`config.mk`:
```
export PLATFORM = sky130hd
export DESIGN_NAME = arb_req_front_flat
export DESIGN_NICKNAME = d
export VERILOG_FILES = /design/src/rtl/arb_req_pkg.sv /design/src/rtl/arb_req_front_if.sv /design/src/rtl/arb_req_slot.sv /design/src/rtl/arb_req_front.sv /design/src/flat_wrapper.sv
export SDC_FILE = /design/constraint.sdc
export NUM_CORES = 1
export LEC_CHECK = 0
export BUFFER_PORTS_ARGS = -buffer_cell sky130_fd_sc_hd__clkbuf_2
export CORE_ASPECT_RATIO = 1.75
export CORE_MARGIN = 2
export CORE_UTILIZATION = 46
export DETAILED_ROUTE_END_ITERATION = 10
export PLACE_DENSITY = 0.76
export SLEW_MARGIN = 5
export SYNTH_ARGS = -nofsm -noshare
export SYNTH_HDL_FRONTEND = slang
export SYNTH_SLANG_ARGS = --single-unit
```
`constraint.sdc`:
```
create_clock -name clk -period 2.6 [get_ports clk]
set_input_delay 0 -clock clk [delete_from_list [all_inputs] [get_ports clk]]
set_output_delay 0 -clock clk [all_outputs]
set_load 0.02 [all_outputs]
```
`src/rtl/arb_req_pkg.sv`:
```
// Shared types and helpers for the arbiter request front end.
package arb_req_pkg;

    localparam int unsigned AGE_W   = 8;
    localparam int unsigned MAX_REQ = 32;

    typedef enum logic [0:0] {
        StIdle,
        StBurst
    } state_e;

    // Bit offset of priority matrix entry (i,j).
    function automatic int unsigned pm_idx(input int unsigned i, input int unsigned j,
                                           input int unsigned n, input int unsigned pw);
        return (i * n + j) * pw;
    endfunction

    // Index of the lowest set bit; 0 when no bit is set.
    function automatic int unsigned lowest_idx(input logic [MAX_REQ-1:0] v);
        int unsigned idx;
        idx = 0;
        for (int unsigned k = MAX_REQ; k > 0; k--) begin
            if (v[k-1]) idx = k - 1;
        end
        return idx;
    endfunction

endpackage

```
`src/rtl/arb_req_front_if.sv`:
```
// Client command, arbiter and transfer signals of the request front end.
interface arb_req_front_if #(
    parameter int unsigned NUM_REQUESTORS = 4,
    parameter int unsigned PRIORITY_WIDTH = 2,
    parameter int unsigned LEN_WIDTH      = 4
);
    logic [NUM_REQUESTORS-1:0]                               cli_valid;
    logic [NUM_REQUESTORS*LEN_WIDTH-1:0]                     cli_len;
    logic [NUM_REQUESTORS-1:0]                               cli_ready;
    logic [NUM_REQUESTORS-1:0]                               req;
    logic [NUM_REQUESTORS*NUM_REQUESTORS*PRIORITY_WIDTH-1:0] priority_matrix;
    logic [NUM_REQUESTORS-1:0]                               grant;
    logic                                                    grant_valid;
    logic                                                    xfer_ready;
    logic                                                    xfer_active;
    logic [NUM_REQUESTORS-1:0]                               xfer_owner;
    logic                                                    xfer_beat;
    logic                                                    xfer_last;
    logic [NUM_REQUESTORS-1:0]                               done;

    modport slave (
        input  cli_valid, cli_len, grant, grant_valid, xfer_ready,
        output cli_ready, req, priority_matrix, xfer_active, xfer_owner, xfer_beat,
        xfer_last, done
    );

    modport master (
        output cli_valid, cli_len, grant, grant_valid, xfer_ready,
        input  cli_ready, req, priority_matrix, xfer_active, xfer_owner, xfer_beat,
        xfer_last, done
    );
endinterface

```
`src/rtl/arb_req_slot.sv`:
```
// One client's command slot: pending flag, remaining beats and, with
// ARB_REQ_AGING_EN, a saturating wait age mapped to a priority level.
module arb_req_slot
    import arb_req_pkg::*;
#(
`ifdef ARB_REQ_AGING_EN
    parameter int unsigned PRIORITY_WIDTH = 2,
    parameter int unsigned AGE_SHIFT      = 2,
`endif
    parameter int unsigned LEN_WIDTH      = 4
) (
    input  logic                      clk,
    input  logic                      rst,
    input  logic                      i_accept,
    input  logic [LEN_WIDTH-1:0]      i_len,
    input  logic                      i_win,
    input  logic                      i_owner,
    input  logic                      i_beat,
    output logic                      o_pending,
    output logic                      o_pending_next,
`ifdef ARB_REQ_AGING_EN
    output logic [PRIORITY_WIDTH-1:0] o_prio,
`endif
    output logic [LEN_WIDTH-1:0]      o_beats_left
);
    logic                 r_pending;
    logic [LEN_WIDTH-1:0] r_beats_left;
    logic                 w_clear;

    always_comb begin
        w_clear        = i_beat & (r_beats_left == '0);
        o_pending_next = i_accept | (r_pending & ~w_clear);
    end

    always_ff @(posedge clk or posedge rst) begin
        if (rst) begin
            r_pending    <= 1'b0;
            r_beats_left <= '0;
        end else begin
            r_pending <= o_pending_next;
            if (i_accept) begin
                r_beats_left <= i_len;
            end else if (i_beat && (r_beats_left != '0)) begin
                r_beats_left <= r_beats_left - 1'b1;
            end
        end
    end

    assign o_pending    = r_pending;
    assign o_beats_left = r_beats_left;

`ifdef ARB_REQ_AGING_EN
    localparam logic [AGE_W-1:0] PRIO_MAX = AGE_W'((1 << PRIORITY_WIDTH) - 1);

    logic [AGE_W-1:0] r_age;
    logic [AGE_W-1:0] w_level;

    always_ff @(posedge clk or posedge rst) begin
        if (rst) begin
            r_age <= '0;
        end else if (i_accept || i_win) begin
            r_age <= '0;
        end else if (r_pending && !i_owner && !(&r_age)) begin
            r_age <= r_age + 1'b1;
        end
    end

    always_comb begin
        w_level = r_age >> AGE_SHIFT;
        o_prio  = (w_level > PRIO_MAX) ? PRIO_MAX[PRIORITY_WIDTH-1:0]
                                       : w_level[PRIORITY_WIDTH-1:0];
    end
`endif

endmodule

```
`src/rtl/arb_req_front.sv`:
```
// Requestor front end for the matrix arbiter: per-client command slots, request
// and priority-matrix registers, and a burst engine. Aging via ARB_REQ_AGING_EN.
module arb_req_front
    import arb_req_pkg::*;
#(
    parameter int unsigned NUM_REQUESTORS = 4,
    parameter int unsigned PRIORITY_WIDTH = 2,
    parameter int unsigned LEN_WIDTH      = 4,
    parameter int unsigned AGE_SHIFT      = 2
) (
    input logic            clk,
    input logic            rst,
    arb_req_front_if.slave bus
);
    localparam int unsigned N    = NUM_REQUESTORS;
    localparam int unsigned PM_W = N * N * PRIORITY_WIDTH;

`ifdef ARB_REQ_AGING_EN
    localparam logic [PM_W-1:0] PM_RESET = '0;
`else
    function automatic logic [PM_W-1:0] static_pm();
        logic [PM_W-1:0] m;
        m = '0;
        for (int unsigned i = 0; i < N; i++) begin
            for (int unsigned j = 0; j < N; j++) begin
                if (i < j) m[pm_idx(i, j, N, PRIORITY_WIDTH) +: PRIORITY_WIDTH] = PRIORITY_WIDTH'(1);
            end
        end
        return m;
    endfunction

    localparam logic [PM_W-1:0] PM_RESET = static_pm();
`endif

    state_e               r_state;
    state_e               w_state_next;
    logic [N-1:0]         r_owner;
    logic [N-1:0]         r_req;
    logic [N-1:0]         r_done;
    logic [PM_W-1:0]      r_pm;
    logic [N-1:0]         w_owner_next;
    logic [N-1:0]         w_cand;
    logic [N-1:0]         w_pick;
    logic [N-1:0]         w_pending;
    logic [N-1:0]         w_pending_next;
    logic [LEN_WIDTH-1:0] w_beats_left [N];
    logic [LEN_WIDTH-1:0] w_owner_left;
    logic [PM_W-1:0]      w_pm_next;
    logic                 w_start;
    logic                 w_active;
    logic                 w_beat;
    logic                 w_last;
    logic                 w_end;
`ifdef ARB_REQ_AGING_EN
    logic [PRIORITY_WIDTH-1:0] w_prio [N];
`endif

    for (genvar i = 0; i < N; i++) begin : g_slot
        arb_req_slot #(
`ifdef ARB_REQ_AGING_EN
            .PRIORITY_WIDTH (PRIORITY_WIDTH),
            .AGE_SHIFT      (AGE_SHIFT),
`endif
            .LEN_WIDTH      (LEN_WIDTH)
        ) u_slot (
            .clk            (clk),
            .rst            (rst),
            .i_accept       (bus.cli_valid[i] & ~w_pending[i]),
            .i_len          (bus.cli_len[i*LEN_WIDTH +: LEN_WIDTH]),
            .i_win          (w_start & w_pick[i]),
            .i_owner        (r_owner[i]),
            .i_beat         (w_beat & r_owner[i]),
            .o_pending      (w_pending[i]),
            .o_pending_next (w_pending_next[i]),
`ifdef ARB_REQ_AGING_EN
            .o_prio         (w_prio[i]),
`endif
            .o_beats_left   (w_beats_left[i])
        );
    end

    // Grants arriving during a burst or for empty slots are ignored.
    always_comb begin
        w_cand  = bus.grant & w_pending & ~r_owner;
        w_pick  = N'(1) << lowest_idx(MAX_REQ'(w_cand));
        w_start = (r_state == StIdle) & bus.grant_valid & (|w_cand);
        w_owner_left = '0;
        for (int unsigned i = 0; i < N; i++) begin
            if (r_owner[i]) w_owner_left = w_owner_left | w_beats_left[i];
        end
    end

    always_ff @(posedge clk or posedge rst) begin
        if (rst) r_state <= StIdle;
        else     r_state <= w_state_next;
    end

    always_comb begin
        w_state_next = r_state;
        case (r_state)
            StIdle:  if (w_start) w_state_next = StBurst;
            StBurst: if (w_end)   w_state_next = StIdle;
            default: w_state_next = StIdle;
        endcase
    end

    always_comb begin
        w_active = (r_state == StBurst);
        w_beat   = w_active & bus.xfer_ready;
        w_last   = w_active & (w_owner_left == '0);
        w_end    = w_beat & w_last;
        bus.xfer_active = w_active;
        bus.xfer_beat   = w_beat;
        bus.xfer_last   = w_last;
    end

    always_comb begin
        if (w_start)    w_owner_next = w_pick;
        else if (w_end) w_owner_next = '0;
        else            w_owner_next = r_owner;
    end

`ifdef ARB_REQ_AGING_EN
    always_comb begin
        w_pm_next = '0;
        for (int unsigned i = 0; i < N; i++) begin
            for (int unsigned j = 0; j < N; j++) begin
                if (i != j) w_pm_next[pm_idx(i, j, N, PRIORITY_WIDTH) +: PRIORITY_WIDTH] = w_prio[i];
            end
        end
    end
`else
    assign w_pm_next = PM_RESET;
`endif

    // The owner's request drops on the same edge its grant is taken.
    always_ff @(posedge clk or posedge rst) begin
        if (rst) begin
            r_owner <= '0;
            r_req   <= '0;
            r_done  <= '0;
            r_pm    <= PM_RESET;
        end else begin
            r_owner <= w_owner_next;
            r_req   <= w_pending_next & ~w_owner_next;
            r_done  <= w_end ? r_owner : '0;
            r_pm    <= w_pm_next;
        end
    end

    assign bus.cli_ready       = ~w_pending;
    assign bus.req             = r_req;
    assign bus.priority_matrix = r_pm;
    assign bus.xfer_owner      = r_owner;
    assign bus.done            = r_done;

endmodule

```
`src/flat_wrapper.sv`:
```
// flat-port wrapper written by rule: the top's interface ports become plain ports
module arb_req_front_flat import arb_req_pkg::*;
#(
    parameter int unsigned NUM_REQUESTORS = 4,
    parameter int unsigned PRIORITY_WIDTH = 2,
    parameter int unsigned LEN_WIDTH      = 4,
    parameter int unsigned AGE_SHIFT      = 2
)
  (clk, rst, bus_cli_valid, bus_cli_len, bus_grant, bus_grant_valid, bus_xfer_ready, bus_cli_ready, bus_req, bus_priority_matrix, bus_xfer_active, bus_xfer_owner, bus_xfer_beat, bus_xfer_last, bus_done);
  arb_req_front_if #(.NUM_REQUESTORS(NUM_REQUESTORS), .PRIORITY_WIDTH(PRIORITY_WIDTH), .LEN_WIDTH(LEN_WIDTH)) bus_i ();
  input logic clk;
  input logic rst;
  input wire logic [$bits(bus_i.cli_valid)-1:0] bus_cli_valid;
  input wire logic [$bits(bus_i.cli_len)-1:0] bus_cli_len;
  input wire logic [$bits(bus_i.grant)-1:0] bus_grant;
  input wire logic [$bits(bus_i.grant_valid)-1:0] bus_grant_valid;
  input wire logic [$bits(bus_i.xfer_ready)-1:0] bus_xfer_ready;
  output wire logic [$bits(bus_i.cli_ready)-1:0] bus_cli_ready;
  output wire logic [$bits(bus_i.req)-1:0] bus_req;
  output wire logic [$bits(bus_i.priority_matrix)-1:0] bus_priority_matrix;
  output wire logic [$bits(bus_i.xfer_active)-1:0] bus_xfer_active;
  output wire logic [$bits(bus_i.xfer_owner)-1:0] bus_xfer_owner;
  output wire logic [$bits(bus_i.xfer_beat)-1:0] bus_xfer_beat;
  output wire logic [$bits(bus_i.xfer_last)-1:0] bus_xfer_last;
  output wire logic [$bits(bus_i.done)-1:0] bus_done;
  assign bus_i.cli_valid = bus_cli_valid;
  assign bus_i.cli_len = bus_cli_len;
  assign bus_i.grant = bus_grant;
  assign bus_i.grant_valid = bus_grant_valid;
  assign bus_i.xfer_ready = bus_xfer_ready;
  assign bus_cli_ready = bus_i.cli_ready;
  assign bus_req = bus_i.req;
  assign bus_priority_matrix = bus_i.priority_matrix;
  assign bus_xfer_active = bus_i.xfer_active;
  assign bus_xfer_owner = bus_i.xfer_owner;
  assign bus_xfer_beat = bus_i.xfer_beat;
  assign bus_xfer_last = bus_i.xfer_last;
  assign bus_done = bus_i.done;
  arb_req_front #(.NUM_REQUESTORS(NUM_REQUESTORS), .PRIORITY_WIDTH(PRIORITY_WIDTH), .LEN_WIDTH(LEN_WIDTH), .AGE_SHIFT(AGE_SHIFT)) u_core (.clk(clk), .rst(rst), .bus(bus_i));
endmodule
```
* Word-level counts from Yosys, hierarchy flattened *
Index checks and enable logic that the tools add are counted.

storage, ports and cells
  flip-flop bits (word level) = 33
  input bits = 28
  logic and storage cells = 100

cells by class
  $add $sub $neg = 4
  shift-type cells = 1
  mux-type cells = 22
  bitwise gates (word level) = 43
  reductions and logical operators = 18

operators by type and width
  operator                                           count
  two-way mux 32 bit                                 2
  two-way mux 4 bit                                  15
  << shifter 1 x 32 -> 4 bit (first input constant)  1
  AND 1 bit                                          21
  logical NOT 4 bit                                  5
  nonzero test 4 bit                                 4
  subtractor 4 x 1 -> 4 bit (second input constant)  4
  AND 4 bit                                          3
  inverter 4 bit                                     3
  OR 4 bit                                           3
  inverter 1 bit                                     9
  nonzero test 2 bit                                 4
  logical AND 1 bit                                  4
  two-way mux 2 bit                                  2
  OR 1 bit                                           4
  OR reduction 4 bit                                 1
  two-way mux 1 bit                                  2
  case mux 1 bit (2 select lines)                    1

* Longest topological paths before layout *
Gate-level depths: netlist of the first run.

  word-level depth = 14
  depth in mapped cells = 6
  depth with buffers taken out = 6

* By module *
From an unflattened synthesis of the first run, not the netlist that was laid out.

second synthesis, totals
  cells, all modules = 233
  area, all modules = 2,118.3 um^2

by module, submodules not included
  module         times used  cells an instance  area an instance (um^2)  sequential area each (um^2)
  arb_req_slot   4           32                 291.5                    125.1
  arb_req_front  1           105                952.2                    325.3

* Least setup slack after synthesis of the first run *
No wires, ideal clock.

  path type = register to register
  start = reg u_core.g_slot[2].u_slot.r_beats_left[0]
  end = reg u_core.g_slot[2].u_slot.r_beats_left[1]
  setup time = 125 ps
  arrival time = 1,536 ps
  slack = 939 ps
  stages on the path, launching flop included = 7
  buffers on the path = 0
  clock period less this slack = 1,661 ps
  cell sequence = dfrtp_1 -> inv_1 -> ha_1 -> or3b_2 -> a21oi_1 -> a21oi_1 -> mux2_2

between the ends
  word-level cells in the longest chain between the ends = 3
  elaborated cells on any way between the ends = 6
  classes of those cells = add/sub (1); mux (2); reduce/logical (3)

RTL lines
  element                                                          RTL line                                RTL
  from (decl)                                                      arb_req_slot.sv:27                      logic [LEN_WIDTH-1:0] r_beats_left;
  from (signal assigned)                                           arb_req_slot.sv:42                      r_beats_left <= i_len;
  from (signal assigned)                                           arb_req_slot.sv:44                      r_beats_left <= r_beats_left - 1'b1;
  subtractor 4 x 1 -> 4 bit or nonzero test 4 bit (tied branches)  arb_req_slot.sv:44, arb_req_slot.sv:43
  two-way mux 4 bit or logical AND 1 bit (tied branches)           arb_req_slot.sv:43                      end else if (i_beat && (r_beats_left != '0)) begin
  two-way mux 4 bit or nonzero test 2 bit (tied branches)          n/a

Several ways; a longest one is shown, not always the timed one. The select of a mux whose other input is x is not followed.
A chain may end at the register's enable or synchronous reset.

* Worst setup path after layout of the first run *
  start = reg u_core.g_slot[1].u_slot.r_beats_left[2]
  end = out bus_xfer_last

between the ends
  word-level cells in the longest chain between the ends = 8

RTL lines
  element                 RTL line              RTL
  from (decl)             arb_req_slot.sv:27
  from (signal assigned)  arb_req_slot.sv:42
  from (signal assigned)  arb_req_slot.sv:44
  OR 4 bit (*)            arb_req_front.sv:89   if (r_owner[i]) w_owner_left = w_owner_left | w_beats_left[i];
  two-way mux 4 bit (*)   arb_req_front.sv:89
  OR 4 bit                arb_req_front.sv:89
  two-way mux 4 bit (*)   arb_req_front.sv:89
  OR 4 bit                arb_req_front.sv:89
  two-way mux 4 bit (*)   arb_req_front.sv:89
  logical NOT 4 bit (*)   arb_req_front.sv:110  w_last = w_active & (w_owner_left == '0);
  AND 1 bit (*)           arb_req_front.sv:110
  to (decl)               flat_wrapper.sv:24    output wire logic [$bits(bus_i.xfer_last)-1:0] bus_xfer_last;

Every way passes the cells marked *; elsewhere a longest branch is shown, timed or not.

==> key figures, run 1 <==
STA
  • PnR worst setup slack: 0.656 ns
  • Clock skew: 0.00811 ns
  • Unrepaired setup endpoints after global routing: false
  • Final setup viols: 0
  • Final Cycle Share: 74.8%
  • Setup tns final: 0 ns
  • Final min period: 1.94 ns
  • Highest Clock Rate: 514 MHz
  • Slew @ Worst Pin: 0.519 ns
  • Fin. Hold Viols: 0
  • Slew HR: 65.3%
  • Max-slew violation count: 0

Critical path
  • WP data arrival: 1.94 ns
  • R2R depth: 6
  • Critical path endpoint category: output pin
  • Max incr delay on CP: 0.48 ns
  • R2R setup slack: 0.80 ns
  • Crit path buf inv count: 2
  • RR Startpoint: u_core.g_slot[2].u_slot.o_beats_left[0]
  • Cell family with most CP delay: simple AND/OR/NAND/NOR gates
  • Worst setup startpoint: u_core.g_slot[1].u_slot.o_beats_left[2]
  • CP required: 2.60 ns
  • R2R Path End: u_core.g_slot[2].u_slot.o_beats_left[1]
  • Worst Path Class, Setup: reg -> out
  • Crit start category: flip-flop
  • Crit-path cells: o41ai_1, and4_2, nand2_1, inv_1, clkbuf_2
  • Crit-path slowest cell: o41ai_1
  • Critical Path Fanout Max: 5

CTS
  • Setup repair bufs after CTS: 0
  • CTS H-Tree Depth: 2
  • Worst-path clk slew: 0.07 ns
  • Num Clock Sinks: 33
  • Skew-Pair Late Insertion Delay: 0.29 ns
  • Root Driver: clkbuf_8
  • CTS buffer count: 5
  • CTS tree: built
  • Clock tree buffer depth: 2

Routing
  • DR vias: 1649
  • Initial DRC count: 24
  • Drc violations: 0
  • WL per Instance: 12.9 µm
  • Post-DRT Antenna Nets: 0
  • Vias per cell: 4.91
  • Initial DRT Pass Iterations: 4
  • Routed Wire Length: 4.35 mm

Power and ir drop
  • Pleak: 1.19 nW
  • Comb pwr share: 45.8%
  • Clk pwr share: 15.0%
  • Maximum vdd ir drop: 512 µV
  • Sequential fraction of design power: 39.2%
  • PD cells: 1010 nW/µm²
  • Sw power: 0.00111 W
  • Internal Pwr Total: 0.00137 W
  • Switching Share: 44.8%

Placement
  • Routability cong.: 0.797
  • DP HPWL: 3.33 mm
  • DP Worst Slack: 0.816 ns
  • # port buffers: 46

Run
  • Max-Cap Viols: 0

Min path
  • Worst hold path endpoint: u_core.bus.xfer_active
  • Worst hold path type: in -> reg
  • Hold_sp: bus_grant_valid
  • WHS Path Cells: 3

Floorplanning
  • Die H: 92.5 µm
  • CORE AREA: 4360 µm²
  • Die area: 5050 µm²
  • Die X: 54.6 µm
  • IO Count: 79
  • FP Rows: 32
  • Initial Util: 47.2%

Synthesis
  • Mean Syn Cell Area: 9.28 µm²
  • Post-synth EDFFs: 0
  • Simple-gate area share of the yosys netlist: 16.3%
  • Async SR Flop Fraction: 100%
  • Post-synthesis sequential area ratio: 40.1%
  • Largest family of logic cells by synthesized area: buffers and inverters
  • YS warnings: 0
  • Mapped Area: 2060 µm²
  • Syn Inst Count: 222
  • Yosys reg bits: 33
  • XOR/XNOR Fraction of Synth Area: 5.10%
  • Share of synthesized area spent on multiplexers: 3.22%
  • Count of cell types in the netlist: 32
  • Synth Area in Adders: 4.86%
  • Compound-Gate Fraction of Synth Area: 12.8%
  • Post-synth top flop: dfrtp_1

Global route
  • Grt ovf: 0
  • Largest net degree at the start of global routing: 34
  • First-pass GRT wire length: 6.91 mm
  • Total Routing Usage GR: 18.6%
  • Vias in the first global route: 1564
  • Antenna violations before repair: 0

Cells and area
  • Sequential cell area: 826 µm²
  • N_diodes: 0
  • Post-layout util: 56.2%
  • Layout cell share with drive strength beyond 1: 23.9%
  • Nets: 320
  • Fillers: 419
  • Multi-input logic area: 992 µm²
  • Area growth syn-to-layout: 19.1%

Run status
  • Run status: completed
-- routing by layer --
metal  track usage (%)  wire [µm]  vias up
li1                  -          -      807
met1              20.1       1560      777
met2              31.7       2410       54
met3              4.19        230       11
met4              9.79        140        0
met5                 0          0        -
-- worst reg2reg max path: stages, from the launching register on --
cell,delay [ns]
dfrtp_1,0.43
inv_1,0.10
ha_1,0.19
or3b_2,0.49
a21oi_1,0.16
a21oi_1,0.05
mux2_2,0.26
-- synth_stat cells, types with 4 or more instances --
library cell  number  share of area (%)
dfrtp_1           33                 40
a21oi_1           15                3.6
ha_1               8                4.9
nor2b_1            4                1.2
nor2_1             9                1.6
mux2_2             5                2.7
nand2_1           13                2.4
xor2_1             7                3.0
nor3b_1            4                1.5
nand3_1           14                3.4
nand3b_1           4                1.5
o21ai_0           12                2.9
xnor2_1            5                2.1
o41ai_1            4                1.7
nor3_1             5                1.2
buf_4             36                 13
inv_1             18                3.3
-- cells in the final DEF, fill, tap and decap left out, drive strengths merged, types with 8 or more instances in the layout --
master	synthesis	routed
o21ai	12	12
dfrtp	33	33
inv	18	18
ha	8	8
nand3	14	14
clkbuf	3	51
dlygate4sd3	0	18
conb	2	32
nor2	9	9
a21oi	15	15
nand2	13	13
-- cell families after synthesis --
kind of cell	count (synthesis)
AND/OR/NAND/NOR	63
buffers and inverters	58
AO/OA/AOI/OAI	40
flip-flops	33
XOR/XNOR	12
adder cells (fa/ha/maj)	8
multiplexers	6
other	2
-- worst max-delay path by stage --
stage / end / slack [ns] / cells past startpoint
after global placement: u_core.bus.xfer_owner[2] / 0.85 / 4
final: bus_xfer_last / 0.66 / 5
after floorplan: u_core.g_slot[2].u_slot.o_beats_left[1] / 0.94 / 6
after detailed placement: u_core.g_slot[2].u_slot.o_beats_left[1] / 0.82 / 6
after CTS: bus_xfer_last / 0.58 / 5
after global routing: bus_xfer_last / 0.47 / 5
-- power by group through the flow --
| stage | combinational (W) | sequential, W | clock (W) |
|---|---|---|---|
| after floorplan | 0.000896 | 0.000932 | 0 |
| after global placement | 0.00107 | 0.000961 | 0 |
| after detailed placement | 0.00111 | 0.000974 | 0 |
| after CTS | 0.00114 | 0.000966 | 0.000382 |
| after global routing | 0.00128 | 0.00100 | 0.000400 |
| final | 0.00113 | 0.000970 | 0.000371 |
-- stage by stage --
stage	instance area (µm²)	total power [W]	hold slack (ns)	std cells
floorplan	2170	0.00183	0.117	252
global placement	2190	0.00203	0.0945	310
detailed placement	2190	0.00209	0.0891	310
CTS	2450	0.00249	0.0694	336
global route	2450	0.00268	0.107	336
finish	2450	0.00247	0.0841	336
-- registers in the layout, indices dropped and copies added, names as in the netlist --
register,cells
u_core.g_slot.u_slot.o_beats_left,16
u_core.bus.done,4
u_core.bus.xfer_owner,4
u_core.g_slot.u_slot.o_pending,4
u_core.bus.xfer_active,1
u_core.bus.req,4
-- cell type report --
| type | count | area share, % |
|---|---|---|
| sequential | 33 | 33.7 |
| clock buffer | 5 | 2.80 |
| tap | 51 | 2.60 |
| timing repair buffer | 65 | 17.0 |
| inverter | 18 | 2.75 |
| multi-input combinational | 161 | 40.4 |
| clock inverter | 3 | 0.714 |
-- timing repair --
| action | CTS | global route |
|---|---|---|
| setup endpoints to repair | 0 | 0 |
| hold buffers | 18 | 0 |
| hold endpoints to repair | 50 | 0 |
| resized for setup | 0 | 0 |
Note: power is estimated with default switching activity, not from simulation.
==> inputs of run 2 (changes only) <==
- CORE_UTILIZATION: 46 -> 44
- clock period: 2.6 -> 1.61 ns (I/O delays scaled with it)
==> key figures, run 2 (synthesis gave the netlist of run 1 again) <==
Run status
  • Run status: finished with violations
  • Violated checks: negative setup slack

Global route
  • Vias in the first global route: 1808
  • Total Routing Usage GR: 19.1%
  • Largest net degree at the start of global routing: 34
  • First-pass GRT wire length: 7.89 mm
  • Grt ovf: 0
  • Antenna violations before repair: 0

Placement
  • # port buffers: 46
  • Routability cong.: 0.869
  • DP HPWL: 3.43 mm

CTS
  • CTS H-Tree Depth: 2
  • Root Driver: clkbuf_8
  • Skew-Pair Late Insertion Delay: 0.28 ns
  • Num Clock Sinks: 33
  • Worst-path clk slew: 0.07 ns
  • CTS buffer count: 5
  • CTS tree: built
  • Clock tree buffer depth: 2

Floorplanning
  • Die X: 55.7 µm
  • IO Count: 79
  • Initial Util: 44.9%
  • Die H: 94.5 µm
  • CORE AREA: 4580 µm²
  • FP Rows: 33
  • Die area: 5270 µm²

Cells and area
  • Commonest non-fill, non-tap cell in the layout: clkbuf_2
  • Number of flip-flops in the largest register: 16
  • N_diodes: 0
  • Nets: 351
  • Fillers: 381
  • Sequential cell area: 827 µm²
  • Multi-input logic area: 1120 µm²
  • Area growth syn-to-layout: 37.8%
  • Layout cell share with drive strength beyond 1: 39.7%
  • Post-layout util: 61.9%
  • Most frequent cells in the layout: 45 x clkbuf_2, 32 x conb_1, 32 x dfrtp_1

Min path
  • Hold_sp: bus_cli_valid[1]
  • Worst hold path endpoint: u_core.g_slot[1].u_slot.o_pending
  • WHS Path Cells: 3
  • Worst hold path type: in -> reg

Critical path
  • Crit-path slowest cell: dfrtp_1
  • Max incr delay on CP: 0.42 ns
  • Crit path buf inv count: 2
  • Crit-path cells: o41ai_2, buf_4, and4_4, buf_6, a32oi_4, a21o_2
  • CP required: 1.79 ns
  • R2R setup slack: -0.14 ns
  • WP data arrival: 1.93 ns
  • Crit start category: flip-flop
  • R2R depth: 6
  • RR Startpoint: u_core.g_slot[3].u_slot.o_beats_left[1]
  • R2R Path End: u_core.bus.xfer_owner[3]
  • Critical Path Fanout Max: 8
  • Cell family with most CP delay: compound AO/OA/AOI/OAI gates
  • Critical path endpoint category: flip-flop
  • Worst Path Class, Setup: reg -> reg

STA
  • Final setup viols: 10
  • Fin. Hold Viols: 0
  • Final Cycle Share: 109%
  • Highest Clock Rate: 571 MHz
  • Final min period: 1.75 ns
  • Clock skew: 0.00510 ns
  • PnR worst setup slack: -0.140 ns
  • Unrepaired setup endpoints after global routing: true
  • Setup tns final: -1.04 ns
  • Max-slew violation count: 0

Routing
  • DR vias: 1811
  • Vias per cell: 4.93
  • WL per Instance: 13.5 µm
  • Drc violations: 0
  • Post-DRT Antenna Nets: 0
  • Routed Wire Length: 4.94 mm
  • Initial DRC count: 33
  • Initial DRT Pass Iterations: 4

Power and ir drop
  • Maximum vdd ir drop: 940 µV
  • Pleak: 1.37 nW
  • Final Power: 0.00509 W
  • PD cells: 1790 nW/µm²

Run
  • Max-Cap Viols: 0
[run 2: timing repair]
action | in CTS | in global routing
hold buffers | 17 | 0
pin swaps | 6 | 7
buffers inserted | 8 | 5
gates resized for setup | 25 | 17
endpoints found under the hold margin | 49 | 0
setup endpoints to repair | 18 | 23
[run 2: power by group]
group | internal [W] | switching (W) | total [W]
clock network | 0.000339 | 0.000300 | 0.000639
registers | 0.00116 | 0.000369 | 0.00153
logic | 0.00145 | 0.00148 | 0.00292
total | 0.00295 | 0.00214 | 0.00509
[run 2: final cells by class]
| class | instances | share of cell area [%] |
|---|---|---|
| tap | 52 | 2.29 |
| timing repair buffer | 96 | 23.6 |
| multi-input combinational | 161 | 39.5 |
| clock buffer | 7 | 3.04 |
| inverter | 18 | 2.47 |
| sequential | 33 | 29.1 |
[run 2: stage by stage]
stage	worst slack, ns	hold slack [ns]	cell area (µm²)	std cells
floorplan	0.0388	0.117	2180	252
global placement	-0.127	0.0953	2340	330
detailed placement	-0.168	0.103	2340	330
CTS	-0.138	0.0128	2740	362
global route	-0.183	0.0375	2840	367
finish	-0.140	0.00508	2840	367
[run 2: worst max-delay path by stage]
stage | cells past startpoint | slack, ns | end | from
2_1_floorplan | 6 | 0.04 | u_core.g_slot[2].u_slot.o_beats_left[1] | u_core.g_slot[2].u_slot.o_beats_left[0]
3_3_place_gp | 5 | -0.13 | u_core.bus.xfer_owner[0] | u_core.g_slot[3].u_slot.o_beats_left[0]
5_1_grt | 6 | -0.18 | u_core.bus.req[0] | u_core.g_slot[3].u_slot.o_beats_left[1]
4_1_cts | 6 | -0.14 | bus_xfer_last | u_core.g_slot[3].u_slot.o_beats_left[3]
3_5_place_dp | 5 | -0.17 | u_core.bus.req[0] | u_core.g_slot[3].u_slot.o_beats_left[0]
6_report | 6 | -0.14 | u_core.bus.xfer_owner[3] | u_core.g_slot[3].u_slot.o_beats_left[1]
[run 2: layer usage]
layer	track usage, %	wire length [µm]	vias up	part of all wire (%)
met5	0	0	-	0
met4	6.30	117	0	2.4
met3	3.70	249	11	5.0
met2	39.1	2840	69	57
met1	18.3	1730	863	35
li1	-	-	868	-
[run 2: worst min-delay path, cell delays in order]
cell and delay [ns]:
clkbuf_2 0.08, nor2_1 0.09, a41oi_1 0.06
==> inputs of run 3 (changes only) <==
- HOLD_SLACK_MARGIN: default -> 0.12
==> key figures, run 3 (synthesis gave the netlist of run 1 again) <==
Run status
  • Run status: finished with violations
  • Violated checks: negative setup slack

Routing
  • Wire length on met3: 229 µm
  • Met2 wire len: 2.87 mm
  • WL per Instance: 13.3 µm
  • Drc violations: 0
  • Initial DRT Pass Iterations: 4
  • Routed Wire Length: 4.94 mm
  • Met1 Wirelength: 1.74 mm
  • Initial DRC count: 25
  • DR vias: 1831
  • Vias per cell: 4.95
  • Post-DRT Antenna Nets: 0
  • Top Metal Used: met4

STA
  • Highest Clock Rate: 571 MHz
  • Clock skew: 0.00693 ns
  • Hold WS: 0.150 ns
  • PnR worst setup slack: -0.140 ns
  • Fin. Hold Viols: 0
  • Final min period: 1.75 ns
  • Unrepaired setup endpoints after global routing: true
  • Final setup viols: 10
  • Final Cycle Share: 109%
  • Max-slew violation count: 0

CTS
  • CTS tree: built
  • Root Driver: clkbuf_8
  • CTS buffer count: 5
  • Num Clock Sinks: 33
  • Skew-Pair Late Insertion Delay: 0.28 ns
  • CTS H-Tree Depth: 2
  • Worst-path clk slew: 0.07 ns
  • Clock tree buffer depth: 2

Critical path
  • Crit-path slowest cell: dfrtp_1
  • CP required: 1.78 ns
  • WP data arrival: 1.92 ns
  • Worst Path Class, Setup: reg -> reg
  • Max incr delay on CP: 0.42 ns
  • Critical Path Fanout Max: 8
  • Crit start category: flip-flop
  • Critical path endpoint category: flip-flop
  • Crit-path cells: o41ai_2, buf_4, and4_4, buf_6, a32oi_4, a21o_2

Cells and area
  • Multi-input logic area: 1120 µm²
  • Area growth syn-to-layout: 39.3%
  • Layout cell share with drive strength beyond 1: 39.3%
  • N_diodes: 0
  • Nets: 354
  • Number of flip-flops in the largest register: 16
  • Fillers: 379
  • Commonest non-fill, non-tap cell in the layout: clkbuf_2
  • Sequential cell area: 827 µm²
  • Most frequent cells in the layout: 45 x clkbuf_2, 32 x conb_1, 32 x dfrtp_1

Floorplanning
  • IO Count: 79
  • Initial Util: 44.9%
  • Die area: 5270 µm²
  • FP Rows: 33
  • Die X: 55.7 µm
  • Die H: 94.5 µm
  • CORE AREA: 4580 µm²

Global route
  • Vias in the first global route: 1826
  • First-pass GRT wire length: 7.91 mm
  • Largest net degree at the start of global routing: 34
  • Antenna violations before repair: 0
  • Grt ovf: 0
  • Total Routing Usage GR: 19.1%

Power and ir drop
  • PD cells: 1780 nW/µm²
  • Final Power: 0.00510 W
  • Maximum vdd ir drop: 932 µV
  • Pleak: 1.38 nW

Placement
  • Routability cong.: 0.869
  • # port buffers: 46
  • DP HPWL: 3.43 mm
  • DP Worst Slack: -0.168 ns

Min path
  • Worst hold path type: in -> reg

Run
  • Max-Cap Viols: 0
==> run 3: path summary, 6_finish.rpt <==
check                                                         from                                      end  slack, ns  depth (start not counted)
hold reg to reg                  u_core.g_slot[2].u_slot.o_pending        u_core.g_slot[2].u_slot.o_pending       0.57                          2
min in group asynchronous                                      rst  u_core.g_slot[2].u_slot.o_beats_left[3]       0.36                          4
hold / removal                                        bus_grant[1]                 u_core.bus.xfer_owner[1]       0.15                          4
setup reg to reg           u_core.g_slot[3].u_slot.o_beats_left[1]                 u_core.bus.xfer_owner[3]      -0.14                          6
max in group asynchronous                                      rst                   u_core.bus.xfer_active       0.92                          4
setup / recovery           u_core.g_slot[3].u_slot.o_beats_left[1]                 u_core.bus.xfer_owner[3]      -0.14                          6
==> run 3: stage by stage <==
stage               utilization, %  cells  TNS, ns  area, µm²
finish                        62.6    370    -1.03       2870
global route                  62.6    370    -1.74       2870
CTS                           60.4    365    -1.03       2770
detailed placement            51.0    330    -1.61       2340
global placement              51.0    330    -1.22       2340
floorplan                        -    252        0       2180
==> run 3: layout make-up <==
cell class                      count  area share [%]
Clock buffer                        7            3.01
Inverter                           18            2.44
Timing Repair Buffer               99            24.4
Tap cell                           52            2.27
Multi-Input combinational cell    161            39.1
Sequential cell                    33            28.8
==> run 3: repair_timing <==
item	CTS	global route
endpoints found under the setup margin	18	23
setup buffers	8	5
pin swaps	6	7
hold buffers	20	0
endpoints found under the hold margin	54	0
resized for setup	25	17
==> run 3: where the power goes <==
| group | total, W | internal, W | switching (W) | leakage, nW |
|---|---|---|---|---|
| Combinational | 0.00293 | 0.00145 | 0.00148 | 0.948 |
| Clock | 0.000634 | 0.000339 | 0.000295 | 0.0443 |
| Sequential | 0.00153 | 0.00116 | 0.000367 | 0.390 |
==> run 3: routing by layer <==
layer  up-vias  global-route usage, %
met1       876                   18.4
met3         9                   3.42
li1        875                      -
met2        71                   39.4
met5         -                      0
met4         0                   6.30
==> run 3: critical path: cells and delay by family (launching register included) <==
kind,cells,cell delay [ns]
buffers and inverters,2,0.27
DFF,1,0.42
and+or+nand+nor,1,0.25
AOI/OAI and AO/OA,3,0.71
